==> src/rtl/alu_seq.sv <==
// alu_seq: clocked ALU with valid/ready handshake, flags, compare, barrel
// left shift and an iterative shift-add multiplier. One operation in flight.
module alu_seq #(
  parameter int WIDTH = 4,
  parameter int CNT_W = $clog2(WIDTH) + 1
) (
  input  logic               clk,
  input  logic               rst_n,
  input  logic [WIDTH-1:0]   A,
  input  logic [WIDTH-1:0]   B,
  input  logic [2:0]         sel,
  input  logic               in_valid,
  output logic               in_ready,
  output logic [2*WIDTH-1:0] R,
  output logic               carry,
  output logic               zero,
  output logic               out_valid,
  input  logic               out_ready
);

  localparam logic [2:0] OP_ADD = 3'b000;
  localparam logic [2:0] OP_SUB = 3'b001;
  localparam logic [2:0] OP_AND = 3'b010;
  localparam logic [2:0] OP_OR  = 3'b011;
  localparam logic [2:0] OP_XOR = 3'b100;
  localparam logic [2:0] OP_CMP = 3'b101;
  localparam logic [2:0] OP_SHL = 3'b110;
  localparam logic [2:0] OP_MUL = 3'b111;

  localparam logic [WIDTH-1:0] WMOD = WIDTH'(WIDTH);

  typedef enum logic [1:0] {S_IDLE = 2'd0, S_MUL = 2'd1, S_DONE = 2'd2} state_t;

  state_t state, state_nxt;

  logic [WIDTH:0]     sum, diff;
  logic [WIDTH-1:0]   shamt;
  logic [2*WIDTH-1:0] shl, op_r;
  logic               op_c;

  logic [2*WIDTH-1:0] acc, mcand, addend, acc_nxt;
  logic [WIDTH-1:0]   mplier;
  logic [CNT_W-1:0]   cnt;
  logic               last_iter;

  // Single-cycle operation result, evaluated from the live inputs at accept
  always_comb begin
    op_r  = '0;
    op_c  = 1'b0;
    sum   = {1'b0, A} + {1'b0, B};
    // extending both operands by one bit makes bit WIDTH the borrow
    diff  = {1'b0, A} - {1'b0, B};
    shamt = B % WMOD;
    shl   = {{WIDTH{1'b0}}, A} << shamt;
    case (sel)
      OP_ADD: begin
        op_r = {{(WIDTH-1){1'b0}}, sum};
        op_c = sum[WIDTH];
      end
      OP_SUB: begin
        op_r = {{(WIDTH-1){1'b0}}, diff};
        op_c = diff[WIDTH];
      end
      OP_AND: op_r = {{WIDTH{1'b0}}, A & B};
      OP_OR:  op_r = {{WIDTH{1'b0}}, A | B};
      OP_XOR: op_r = {{WIDTH{1'b0}}, A ^ B};
      OP_CMP: op_r = {{(2*WIDTH-3){1'b0}}, (A > B), (A == B), (A < B)};
      OP_SHL: begin
        op_r = shl;
        op_c = |shl[2*WIDTH-1:WIDTH];
      end
      default: op_r = '0;  // MUL goes through the iterative path
    endcase
  end

  // One shift-add partial product per cycle
  always_comb begin
    addend    = mplier[0] ? mcand : '0;
    acc_nxt   = acc + addend;
    last_iter = (cnt == CNT_W'(1));
  end

  // State register
  always_ff @(posedge clk) begin
    if (!rst_n) state <= S_IDLE;
    else        state <= state_nxt;
  end

  // Next-state logic
  always_comb begin
    state_nxt = state;
    case (state)
      S_IDLE: if (in_valid) state_nxt = (sel == OP_MUL) ? S_MUL : S_DONE;
      S_MUL:  if (last_iter) state_nxt = S_DONE;
      S_DONE: if (out_ready) state_nxt = S_IDLE;
      default: state_nxt = S_IDLE;
    endcase
  end

  // Handshake outputs decoded from state
  always_comb begin
    in_ready  = (state == S_IDLE);
    out_valid = (state == S_DONE);
  end

  // Datapath: capture on accept, iterate in MUL, hold in DONE
  always_ff @(posedge clk) begin
    if (!rst_n) begin
      R      <= '0;
      carry  <= 1'b0;
      zero   <= 1'b0;
      acc    <= '0;
      mcand  <= '0;
      mplier <= '0;
      cnt    <= '0;
    end else begin
      case (state)
        S_IDLE: begin
          if (in_valid) begin
            if (sel == OP_MUL) begin
              acc    <= '0;
              mcand  <= {{WIDTH{1'b0}}, A};
              mplier <= B;
              cnt    <= CNT_W'(WIDTH);
            end else begin
              R     <= op_r;
              carry <= op_c;
              zero  <= (op_r == '0);
            end
          end
        end
        S_MUL: begin
          acc    <= acc_nxt;
          mcand  <= mcand << 1;
          mplier <= mplier >> 1;
          cnt    <= cnt - CNT_W'(1);
          // result registers only change on the final step, so a reset
          // mid-multiply never exposes a partial product
          if (last_iter) begin
            R     <= acc_nxt;
            carry <= |acc_nxt[2*WIDTH-1:WIDTH];
            zero  <= (acc_nxt == '0);
          end
        end
        default: ;
      endcase
    end
  end

endmodule

==> config.mk <==
export PLATFORM = sky130hd
export DESIGN_NAME = alu_seq
export DESIGN_NICKNAME = d
export VERILOG_FILES = /design/src/rtl/alu_seq.sv
export SDC_FILE = /design/constraint.sdc
export NUM_CORES = 1
export LEC_CHECK = 0
export CAP_MARGIN = 30
export CORE_ASPECT_RATIO = 0.9
export CORE_MARGIN = 4
export CORE_UTILIZATION = 40
export DETAILED_ROUTE_END_ITERATION = 12
export SETUP_SLACK_MARGIN = 0.2
export SYNTH_ARGS = -nofsm -noshare
export SYNTH_HDL_FRONTEND = slang
export SYNTH_SLANG_ARGS = --single-unit
==> constraint.sdc <==
create_clock -name clk -period 6.3 [get_ports clk]
set_input_delay 1.26 -clock clk [delete_from_list [all_inputs] [get_ports clk]]
set_output_delay 1.26 -clock clk [all_outputs]
set_load 0.01 [all_outputs]
## After elaboration in Yosys (flattened, before gate mapping)

Cells that the tools add are included.

- Bits in registers: 35
- Latch bits: 0
- RAM bits: 0
- Memory bits (read-only): 0
- Output and inout bits: 12
- Word-level logic and storage cells: 76
- Memories: 0

- Add/sub/neg operators: 4
- $mul: 0
- Div/mod/pow operators: 0
- Order comparisons: 2
- Equal/unequal tests: 16
- Shifts and indexed selects: 1
- Muxes and demuxes: 32
- Bitwise gates (word level): 3
- Reductions and logical operators: 10

Operators with widths:

| operator | number |
|---|---|
| $mux 8 | 8 |
| $pmux 8 s7 | 1 |
| $pmux 8 s2 | 3 |
| $logic_not 8->1 | 2 |
| $eq 3x3->1 const B | 4 |
| $add 8x8->8 | 1 |
| $mux 2 | 4 |
| $mux 4 | 2 |
| $pmux 4 s2 | 1 |
| $reduce_or 4->1 | 2 |
| $shl 4x2->8 | 1 |
| $eq 3x1->1 const B | 2 |
| $eq 3x2->1 const B | 2 |
| $mux 1 | 6 |
| $mux 3 | 2 |
| $ne 2x2->1 const B | 3 |
| $pmux 2 s3 | 1 |
| $pmux 3 s2 | 1 |
| $reduce_and 3->1 | 2 |
| $add 4x4->5 | 1 |
| $sub 4x4->5 | 1 |
| $and 4x4->4 | 1 |
| $eq 4x4->1 | 1 |
| $gt 4x4->1 | 1 |
| 13 further kinds | 15 |

## Depth between registers and ports, before layout

Gate-level depths: netlist of the first run.

- Depth in word-level cells: 6
- Mapped depth: 11
- Gate-level depth less buffers: 11

## Least setup slack after synthesis of the first run

Ideal clock, no wire load.

- Path kind: input -> register
- Start: input A[0]
- End: register zero
- Arrival time: 2.926 ns
- Setup slack: 3.287 ns
- Stages on the path: 10
- Path buffers: 0
- Cell sequence: inv_1 > ha_1 > inv_1 > fa_1 > a31oi_1 > o21ai_0 > or3_1 > nor4_1 > a31oi_1 > o31ai_1

- Longest elaborated chain between the ends: 6
- Elaborated cells between the ends (all ways): 14

RTL lines:

| item | RTL line | source |
|---|---|---|
| start: declaration | 9 | `input logic [WIDTH-1:0] A,` |
| $sub 4x4->5 (tied with other cells) | 52 | `diff = {1'b0, A} - {1'b0, B};` |
| $pmux 8 s7 * | 55 | `case (sel)` |
| $logic_not 8->1 * | 128 | `zero <= (op_r == '0);` |
| $mux 1 * | 120 | `if (sel == OP_MUL) begin` |
| $mux 1 * | 119 | `if (in_valid) begin` |
| $pmux 1 s2 * | 117 | `case (state)` |
| end signal: assignment | 128 |  |
| end signal: assignment | 142 | `zero <= (acc_nxt == '0);` |
| end: declaration | 16 | `output logic zero,` |

Every way passes the cells marked *; elsewhere a longest branch is shown, timed or not. The select of a mux whose other input is x is not followed.
A chain may end at the register's enable or synchronous reset.

## Final worst setup path of the first run

- Start: input B[0]
- End: register zero

- Longest elaborated chain between the ends: 6
- Elaborated cells between the ends (all ways): 14

RTL lines:

| item | RTL line | source |
|---|---|---|
| start: declaration | 10 | `input logic [WIDTH-1:0] B,` |
| $sub 4x4->5 (tied with other cells) | 52 |  |
| $pmux 8 s7 * | 55 |  |
| $logic_not 8->1 * | 128 |  |
| $mux 1 * | 120 |  |
| $mux 1 * | 119 |  |
| $pmux 1 s2 * | 117 |  |

Marked as above.

==> results list, run 1 <==
- Largest fanout on the critical path: 8
- In this run the horizontal extent of the chip is 92.4 um.
- Clock tree root driver cell: clkbuf_8
- Portion of synthesized cell area occupied by the leading cell type: between 20% and 30%
- Setup violations remaining at the end of the flow were counted as 0.
* IO buf count: 26
- Largest area contributor in the synthesized netlist: dfxtp_1
- For this run, the detailed router's first-pass iteration total came to 6.
- Counting the buffers created by CTS gives 5.
- Summed over all nets, the half-perimeter wirelength after detailed placement is 5090 um.
- Data arrival time at the worst-slack endpoint: between 3 and 4 ns
- After floorplanning, the core was sized to cover 6180 um2.
- Clock insertion delay at the later pin of the skew report: 0.29 ns
* Pwr/cell area: ~170 nW/um2
* Post-synth EDFFs: 0
- The congestion estimate from routability-driven global placement came to 0.920.
* Async SR Flop Fraction: 0%
- Ratio of cells with drive above 1 in the final layout: roughly 5.3%
- Hold Path Cell Cnt: 2
* N_diodes: 0
* Global routing usage on met3: 3.97%
- H-tree levels: 2
- Worst path cell trace: clkdlybuf4s50_1 > ha_1 > fa_1 > a222oi_1 > nor2_1 > or3_1 > nor4_1 > a31oi_1 > o31ai_1
- Multi-input gate area: 1720 um2
- Entering global routing, the biggest net connects 38 pins.
- After synthesis, the mean cell area works out to ~8.0 um2.
* Global-route wire length before repair: 11,000 um
* Leftover overflow at the end of global routing: 0
- Final worst-path cycle share: ~57%
- Met2 track utilization from global routing: between 20 and 25%
* Count of final max-slew check failures: 0
* Worst-path clk slew: 0.06 ns
- Logic depth of the worst register-to-register path: 9
- Setup repair after global routing missed its margin: false
* Flops & latches, synth: 35
- The worst setup path is launched from a primary input.
* Placed standard-cell area: slightly below 3000 um2
- During synthesis, Yosys emitted a total of 0 warnings.
- CTS tree: yes
* Endpoint of the most critical setup path: zero
- In this design, the stage delay of the slowest critical-path cell is 0.68 ns.
* Most numerous cell in the Yosys netlist: nand2_1
- Via count of the first global-routing pass: 2,178
* Post-route cell area: about 3000 um2
- Master of the slowest instance on the critical path: clkdlybuf4s50_1
* Net total in the final layout: 380
- Max Clock Skew: approximately 0.011 ns
- CTS saw 35 sinks.
- Max Clk Rate: about 280 MHz
- Buffers added to address setup during post-CTS repair amount to 0.
- After floorplanning, the core was divided into 27 placement rows.
- Worst Path Class, Setup: primary input to flip-flop
- Counting distinct cell types in the post-synthesis netlist gives 51.
* Summed instance area of the synthesized netlist: 2560 um2
- Number of routed nets with antenna violations: 0
- In the global route stage, overall resource usage came out at 17.5%.
- The endpoint identified for the worst register-to-register timing path is zero.
- The worst register-to-register path begins at mplier[0].
- R2R Setup Slk: about 3.6 ns
* Primary FF master, synth: dfxtp_1
- After filler insertion, the fill cell instance count of the layout stands at 619.
* Final-layout setup total negative slack: 0 ns
- Wire length after detailed routing: between 6000 and 7000 um
- In the global route stage, met1 resource usage came out at 26.5%.
* Beginning of the critical path: B[0]
* Transition time at the pin with the least slew margin: slightly below 0.7 ns
* Footprint of the flip-flops and latches: approximately 700 um2
- Using the TritonRoute via totals, the vias-per-cell ratio works out to 5.60.
- Mean routed wirelength per cell: roughly 15 um
- STA classifies the critical path endpoint as a flip-flop.
* Synthesized Nets: 362
- Clk buf depth: 2
- For this run, the register share of the synthesized area comes to a little over a quarter.
- The initial utilization of the core area, before any placement, comes to between 40 and 50%.
* Overall power consumption: approximately 520 uW
* Number of vias in the routed layout: approximately 2,400
- Leakage Power: 1.28 nW
* Violation count after the first detailed-routing iteration: 220
- IO Pins: 27
* Worst endpoint required time: 6.49 ns
- Number of hold violations in the final report: 0
* Die footprint: ~7800 um2
- From bottom edge to top edge, the die measures roughly 84 um.
* Number of antenna violations at the first check in global routing: 0
* Area growth from synthesis to layout: 16.7%
- Sorting the synthesized cells by area gives the leading types as dfxtp_1 (27%), ha_1 (11%), nand2_1 (6.3%).
* Worst-case vdd ir drop: around 89 uV
* Worst hold path type: flip-flop to flip-flop
- Run status: complete, no violations
- Cells resized by post-CTS repair: 0
- The number of hold buffers added after CTS was 0.
- In the routed design, unresolved DRC markers number 0.
- Number of max-capacitance violations reported: 0
- Synthesis produced a netlist whose cell count is approximately 320.
- Final period demand of the worst path: approximately 3.6 ns
- Most common library cells after synthesis: nand2_1 (43), dfxtp_1 (35), ha_1 (22)
* GRT Max-Usage Layer: met1
* Remaining max-slew budget at the tightest pin: a little over half
## layout make-up
class	instances	share of cell area, %
repair buffers	30	10.4
clock inverters	1	0.167
multi-input cells	250	57.4
flip-flops and latches	35	23.4
well taps	87	3.64
clock buffers	6	2.76
inverters	18	2.26
## sequential cells by signal (all words and copies together) (netlist names)
signal / flops
cnt: 3
zero: 1
mplier: 4
R: 8
state: 2
mcand: 8
acc: 8
carry: 1
## power breakdown
group / internal, mW / switching (mW)
Sequential: 0.230 / 0.00748
Clock: 0.0858 / 0.0801
Combinational: 0.0537 / 0.0647
## how the worst min path moves through the flow
stage / from / end / slack, ns
3_5_place_dp: R[1] / R[1] / 0.46
5_1_grt: acc[3] / acc[3] / 0.50
2_1_floorplan: acc[3] / acc[3] / 0.45
4_1_cts: R[1] / R[1] / 0.46
3_3_place_gp: R[1] / R[1] / 0.45
6_report: R[1] / R[1] / 0.46
## cell families after synthesis
kind of cell	Yosys count	share of synthesized area (%)
AO/OA/AOI/OAI	92	25.7
multiplexers	4	1.61
XOR/XNOR	8	3.03
AND/OR/NAND/NOR	121	23.6
flip-flops	35	27.3
buffers and inverters	37	5.66
adder cells (fa/ha/maj)	25	13.1
## stage by stage
stage               utilization, %  instances  hold WS [ns]  setup slack, ns
finish                        48.4        427         0.456             2.69
global placement              46.5        419         0.447             2.47
CTS                           48.4        427         0.463             2.73
global route                  48.4        427         0.495             2.49
floorplan                        -        322         0.448             3.29
detailed placement            47.0        420         0.455             2.44
## layout by cell type, fill, tap and decap left out, types with 3 or more instances in the layout
cell type and instances:
ha_1 22, clkbuf_8 6, nor2_1 15, fa_1 3, buf_4 3, dfxtp_1 35, nor2b_1 8, nand3_1 15
nor3_1 3, and2_1 11, inv_1 18, nand4_1 6, nand2b_1 5, o211ai_1 9, a211oi_1 3, xnor2_1 4
o21ai_0 15, o211a_1 9, a21boi_0 15, a21oi_1 11, clkdlybuf4s50_1 26, a31oi_1 5, a21o_1 3, nand2_1 43
and3_1 3, xor2_1 3, mux2i_1 3, a21oi_2 3, a22oi_1 5
## critical path: cells and delay by family
family	cells	cell delay, ns
adder cells (fa/ha/maj)	2	0.70
AO/OA/AOI/OAI	3	0.45
AND/OR/NAND/NOR	3	0.70
buffers and inverters	1	0.68
## layer usage
metal	up-vias	wire, um
li1	1184	-
met1	1115	3330
met2	84	2740
met3	8	405
met4	0	76
met5	-	0
(Power assumes the default switching activity.)
==> inputs of run 2 (changes only) <==
clock period = 3.45 ns   (was 6.3 ns; I/O delays follow)
==> run 2 against run 1 <==
Against the previous run:
- final cell count grew 1.4%
- routed wire length up 2.1%
- critical path depth is 2 higher
- non-clock buffer count is 6 higher
- largest cell class unchanged
- largest power group unchanged
==> results list, run 2 (synthesis gave the netlist of run 1 again) <==
- Reg-to-Reg End: carry
- Placed standard-cell area: 2930 um2 (+0.86%)
* Clk buf depth: 2 (unchanged)
- Largest net degree at the start of global routing: 38 (unchanged)
- The number of inserted diodes is 0 (unchanged).
* Placed wire-length estimate after detailed placement: 5120 um (+0.60%)
- The overall power of the completed layout was 958 uW (+83%).
- Floorplan row count: 27 (unchanged)
- The total iterations of the first detailed-routing run is 5 (-1).
* Area growth from synthesis to layout: 17.7%
* Horizontal extent of the die: 92.4 um (unchanged)
* Share of power burned in registers: 45.4% (about the same)
* TritonCTS buffer count: 5 (unchanged)
- The count of unresolved DRC violations after routing came to 0 (unchanged).
- The CTS H-tree depth is 2 (unchanged).
- Number of hold-repair buffers added at the cts stage: 0 (unchanged)
- Most common library cell in the layout ignoring fill and taps: nand2_1
- The number of nets in the final layout came to 386 (+1.6%).
- Global-route track usage on met1: 26.3% (-0.28 points)
- The area of the die was 7750 um2 (unchanged).
- The number of max-capacitance violations reported came to 0 (unchanged).
- Count of final max-slew check failures: 0 (unchanged)
- The total negative slack for setup checks was 0 ns (unchanged).
- The worst path required time was 3.65 ns (-2.84 ns).
- Beginning of the critical path: A[0]
- Global-route wire length before repair: 11,200 um (+1.3%)
- The number of cells traversed by the worst register-to-register path is 10 (+1).
- The number of nets still failing antenna checks after routing was 0 (unchanged).
- The flow ran to the end, and the final reports show no timing, DRC or antenna violations.
- Leakage Power: 1.30 nW (+1.5%)
- Met2 track utilization from global routing: 25.9% (+1.2 points)
- Share of total power consumed by net switching: 29.2% (about the same)
* Setup slack after placement: 0.256 ns (-2.18 ns)
* Mean routed wirelength per cell: 15.5 um (+0.72%)
- The total length of routed wires is 6700 um (+2.1%).
- The worst-case register-to-register setup slack was 0.81 ns (-2.78 ns).
- Post-route cell area: 3020 um2 (+0.84%)
* Power share of the clock group: 31.6% (-0.2 points)
- The clock-pin slew on the worst setup and hold paths is 0.07 ns (about the same).
* Remaining max-slew budget at the tightest pin: 30.9% (-23 points)
* Registers with the most flip-flops: R (8), acc (8), mcand (8)
- Largest fanout on the critical path: 5 (-3)
- The number of DRC violations after detailed-routing iteration 0 is 230 (+4.5%).
- The startpoint identified for the worst register-to-register timing path is mplier[0].
* Kind of end point of the critical path: flip-flop
* Global routing usage on met3: 3.88% (-0.090 points)
* Fraction of the core area covered by cells at the end of the flow: 48.8% (+0.40 points)
* Most frequent cells in the layout: nand2_1 (43), dfxtp_1 (35), clkdlybuf4s50_1 (26)
* IO buf count: 26 (unchanged)
- Derived from the worst setup path, the maximum achievable clock frequency is 337 MHz.
- The total via count in the routed design is 2,396 (+0.21%).
- Data arrival time at the worst-slack endpoint: 3.17 ns (-0.63 ns)
- Layout Cells excl Fill: 433 (+1.4%)
- The fraction of final layout cells with drive strength greater than 1 came to 6.94% (+1.6 points).
* Worst hold path type: flip-flop to flip-flop
* Endpoint of the most critical setup path: zero
- The power dissipated by switching net loads came to 280 uW (+84%).
- Starting density of the core: 41.4% (unchanged)
- The worst path needs 2.97 ns of the cycle, external delays included.
* Proportion of power drawn by combinational gates: 23.0% (+0.3 points)
- Filler Cells Inserted: 608 (-1.8%)
- The final number of hold-violating endpoints was 0 (unchanged).
- Vertical die dimension: 83.9 um (unchanged)
- met1 is the most crowded layer.
* Cells resized by post-CTS repair: 0 (unchanged)
- Pwr/cell area: 317 nW/um2 (+82%)
- STA classifies the critical path startpoint as a primary input.
* Routability Congestion: 0.950 (+3.3%)
* Worst Path Class, Setup: primary input to flip-flop
- Final setup vio count: 0 (unchanged)
* Internal portion of total power: 678 uW (+83%)
* Number of placed cells counting well taps: 426 (+1.4%)
- The overall track demand over capacity in global routing was 17.8% (+0.38 points).
* Core area: 6180 um2 (unchanged)
* Leftover overflow at the end of global routing: 0 (unchanged)
- Setup WS post-layout: 0.479 ns (-2.21 ns)
- The initial antenna violation count is 0 (unchanged).
- The average via count per standard cell came to 5.53 (-1.2%).
- Worst-case vdd ir drop: 153 uV (+73%)
- Final worst-path cycle share: between 80% and 90%
* Via count of the first global-routing pass: 2,239 (+2.8%)
- Sink count of the clock tree: 35 (unchanged)
- The number of buffers inserted by post-CTS setup repair was 0 (unchanged).
- CTS tree: yes
* Max Clock Skew: 0.00293 ns (-0.00782 ns)
* Hold slack final: 0.460 ns (+0.00452 ns)
- The I/O pin total is 27 (unchanged).
- Clock tree root driver cell: clkbuf_8
* Clock insertion delay at the later pin of the skew report: 0.28 ns (about the same)
* Transition time at the pin with the least slew margin: 1.04 ns (+0.351 ns)
- Setup repair after global routing missed its margin: false
-- run 2: area by class of cell --
type	count	area, um2	area share (%)
Sequential cell	35	701	23.2
Multi-Input combinational cell	250	1720	56.9
Clock inverter	1	5.00	0.166
Clock buffer	6	82.6	2.74
Timing Repair Buffer	36	335	11.1
Tap cell	87	109	3.61
Inverter	18	67.6	2.24
-- run 2: power by group through the flow --
stage	clock network [mW]	registers (mW)	logic [mW]
final	0.303	0.434	0.220
after global routing	0.331	0.437	0.241
after CTS	0.311	0.434	0.219
after detailed placement	0	0.444	0.218
after global placement	0	0.443	0.220
after floorplan	0	0.442	0.128
-- run 2: worst min-delay path by stage --
stage / startpoint / to / slack (ns) / cells past startpoint
global route: R[4] / R[4] / 0.49 / 2
CTS: R[1] / R[1] / 0.46 / 2
finish: R[1] / R[1] / 0.46 / 2
global placement: R[1] / R[1] / 0.45 / 2
detailed placement: R[1] / R[1] / 0.45 / 2
floorplan: acc[3] / acc[3] / 0.45 / 2
-- run 2: worst max-delay path: stages --
cell             delay [ns]
clkdlybuf4s50_1        0.59
inv_1                  0.11
ha_1                   0.22
inv_1                  0.07
fa_1                   0.41
a31oi_1                0.13
o21ai_0                0.09
or3_1                  0.40
nor4_1                 0.27
a31oi_1                0.12
o31ai_1                0.07
-- run 2: layer usage --
metal  up-vias  wire (um)  part of all wire [%]
met5         -          0                     0
met4         0        113                   1.7
met3        13        478                   7.1
met2        82       2800                    42
met1      1107       3300                    49
li1       1194          -                     -
==> inputs of run 3 (changes only) <==
CORE_UTILIZATION = 45   (was 40)
PLACE_DENSITY = 0.66   (was default)
==> run 3 against run 2 <==
Against the previous run:
- clock power decreased by 6%
- routed wire length is 0.87% higher
- power is 1.9% lower
- die area is 10% lower
- clock-buffer cell count increased by 1
- first-iteration DRC count is 23% higher
- non-clock buffer count unchanged
- cell area decreased by 1.0%
- combinational power barely moved
- critical path type unchanged
- critical endpoint unchanged
==> results list, run 3 (synthesis gave the netlist of run 1 again) <==
- The run finished with clean final reports.
* Worst-case vdd ir drop: 293 uV (+92%)
- The final critical path time including I/O delays and setup was 3.00 ns (+0.0314 ns).
- The number of buffers inserted by post-CTS setup repair came to 0 (unchanged).
- Mean routed wirelength per cell: 16.3 um (+5.5%)
- The count of input and output buffers is 26 (unchanged).
- The fill cell instance count of the final layout came to 502 (-17%).
* Largest fanout on the critical path: 5 (unchanged)
- The number of inserted diodes is 0 (unchanged).
* Reg-to-reg critical path startpoint: mplier[0]
* Worst hold path type: flip-flop to flip-flop
* Layout Cells excl Fill: 414 (-4.4%)
* Global-route wire length before repair: 11,200 um (about the same)
- Leftover overflow at the end of global routing: 0 (unchanged)
- Data arrival time at the worst-slack endpoint: 3.21 ns (+0.04 ns)
- Ratio of cells with drive above 1 in the final layout: 6.63% (-0.31 points)
- Routability Congestion: 0.983 (+3.4%)
- The worst clock skew on the final layout was 0.00775 ns (+0.00482 ns).
- The detailed placement HPWL came to 5240 um (+2.3%).
* Wire length after detailed routing: 6760 um (+0.87%)
- Share of total power consumed by net switching: 29.4% (+0.21 points)
- Pwr/cell area: 315 nW/um2 (-0.84%)
- Number of max-capacitance violations reported: 0 (unchanged)
* Via count of the first global-routing pass: 2,267 (+1.3%)
* Worst endpoint required time: 3.65 ns (about the same)
* Clock tree root driver cell: clkbuf_8
- Number of antenna violations at the first check in global routing: 0 (unchanged)
* Final setup vio count: 0 (unchanged)
- R2R Setup Slk: 0.82 ns (about the same)
- Internal portion of total power: 663 uW (-2.2%)
- Area growth from synthesis to layout: 16.5%
* Sink count of the clock tree: 35 (unchanged)
- Traced cell by cell, the critical path runs through clkdlybuf4s50_1 > inv_1 > ha_1 > inv_1 > fa_1 > a31oi_1 > o21ai_0 > or3_1 > nor4_1 > a31oi_1 > o31ai_1.
- The max-slew violation count is 0 (unchanged).
- GRT Max-Usage Layer: met2
- The die boundary height was 79.6 um (-5.2%).
- The clock-pin slew on the worst setup and hold paths was 0.07 ns (about the same).
- The CTS H-tree depth came to 2 (unchanged).
- P_sw: 276 uW (-1.2%)
- Proportion of power drawn by combinational gates: 23.3% (+0.3 points)
- The number of cells traversed by the worst register-to-register path was 9 (-1).
- The global routing met3 resource utilization is 3.41% (-0.47 points).
- The largest net degree at the start of global routing came to 29 (-24%).
- Among all stages on the critical path, the largest delay is contributed by clkdlybuf4s50_1.
* Met2 track utilization from global routing: 31.3% (+5.4 points)
- The worst setup path is captured at a flip-flop.
* Number of placed cells counting well taps: 406 (-4.7%)
* GRT Total Usage: 20.5% (+2.6 points)
- The number of DRC violations after detailed-routing iteration 0 was 282 (+23%).
* Critical Path Max Stage Delay: 0.57 ns (-0.02 ns)
- In the final layout, the registers with the most flip-flops are R (8), acc (8), mcand (8).
* Clock insertion delay at the later pin of the skew report: 0.28 ns (about the same)
- Number of routed nets with antenna violations: 0 (unchanged)
- The share of the cycle needed by the critical path after routing was 87.0% (+0.91 points).
* Residual DRC count: 0 (unchanged)
- IO Pins: 27 (unchanged)
* Vias per cell: 5.94 (+7.3%)
- Number of hold violations in the final report: 0 (unchanged)
* Number of hold-repair buffers added at the cts stage: 0 (unchanged)
- The leakage power summed over all cells came to 1.29 nW (-0.37%).
- STA classifies the critical path startpoint as a primary input.
- Leaving out fill and tap cells, the most frequent cells in the layout are nand2_1 (43), dfxtp_1 (35), clkdlybuf4s50_1 (26).
- Horizontal extent of the die: 87.5 um (-5.2%)
* Transition time at the pin with the least slew margin: 1.00 ns (-0.0310 ns)
- TritonCTS buffer count: 5 (unchanged)
- Share of power burned in registers: 46.3% (+0.9 points)
* Net total in the final layout: 386 (unchanged)
- The worst max-slew margin expressed relative to the limit is 33.0% (+2.1 points).
- Beginning of the critical path: A[0]
- The total negative slack for setup checks was 0 ns (unchanged).
* Worst Path Class, Setup: primary input to flip-flop
- Number of vias in the routed layout: 2,459 (+2.6%)
* Starting density of the core: 47.6% (+6.2 points)
- Clk buf depth: 2 (unchanged)
- Floorplan row count: 25 (-7.4%)
* First-pass detailed-route iteration total: 5 (unchanged)
- Most common library cell in the layout ignoring fill and taps: nand2_1
- The part of the power in the clock network came to 30.4% (-1.2 points).
* Core area: 5380 um2 (-13%)
* Die footprint: 6970 um2 (-10%)
- The maximum operating frequency came to 333 MHz (-1.0%).
* Setup repair after global routing missed its margin: false
- Endpoint of the most critical setup path: zero
- CTS tree: yes
* Reg-to-Reg End: zero
- Global-route track usage on met1: 29.1% (+2.8 points)
- Cells resized by post-CTS repair: 0 (unchanged)
## run 3: cell types whose count changed in the layout (fill, tap and decap cells not counted)
cell	delta
clkbuf_1	+2
clkbuf_8	-1
## run 3: cell type report
class | count | area, um2 | share of cell area [%]
clock buffer | 7 | 76.3 | 2.56
clock inverter | 1 | 5.00 | 0.168
inverter | 18 | 67.6 | 2.26
multi-input combinational | 250 | 1720 | 57.5
sequential | 35 | 701 | 23.5
tap | 67 | 83.8 | 2.81
timing repair buffer | 36 | 335 | 11.2
## run 3: layer usage
| layer | routed length [um] | vias to the layer above |
|---|---|---|
| met5 | 0 | - |
| met4 | 116 | 0 |
| met3 | 516 | 12 |
| met2 | 2940 | 110 |
| met1 | 3180 | 1137 |
| li1 | - | 1200 |
## run 3: worst min path at each step
stage / from / end / slack (ns) / depth (start not counted)
after floorplan: acc[3] / acc[3] / 0.45 / 2
after detailed placement: carry / carry / 0.46 / 2
after global placement: carry / carry / 0.45 / 2
after global routing: R[4] / R[4] / 0.49 / 2
final: R[4] / R[4] / 0.47 / 2
after CTS: carry / carry / 0.47 / 2
## run 3: power groups by stage
stage	Sequential (mW)	Clock (mW)	Combinational, mW
after floorplan	0.442	0	0.128
after detailed placement	0.444	0	0.217
after global routing	0.437	0.311	0.242
final	0.435	0.285	0.219
after global placement	0.443	0	0.217
after CTS	0.435	0.298	0.218
## run 3: worst max-delay path, delay by kind of cell
family                   cells  cell delay, ns
buffers and inverters        3            0.75
AND/OR/NAND/NOR              2            0.72
adder cells (fa/ha/maj)      2            0.63
AO/OA/AOI/OAI                4            0.42
## run 3: per-stage QoR
step	worst slack [ns]	util [%]	hold slack (ns)	total power, mW	cell area, um2
finish	0.447	55.5	0.466	0.940	2990
global placement	0.296	54.0	0.451	0.660	2900
detailed placement	0.195	54.0	0.461	0.661	2900
floorplan	1.01	-	0.448	0.570	2560
global route	0.325	55.5	0.485	0.991	2990
CTS	0.488	55.5	0.471	0.950	2990
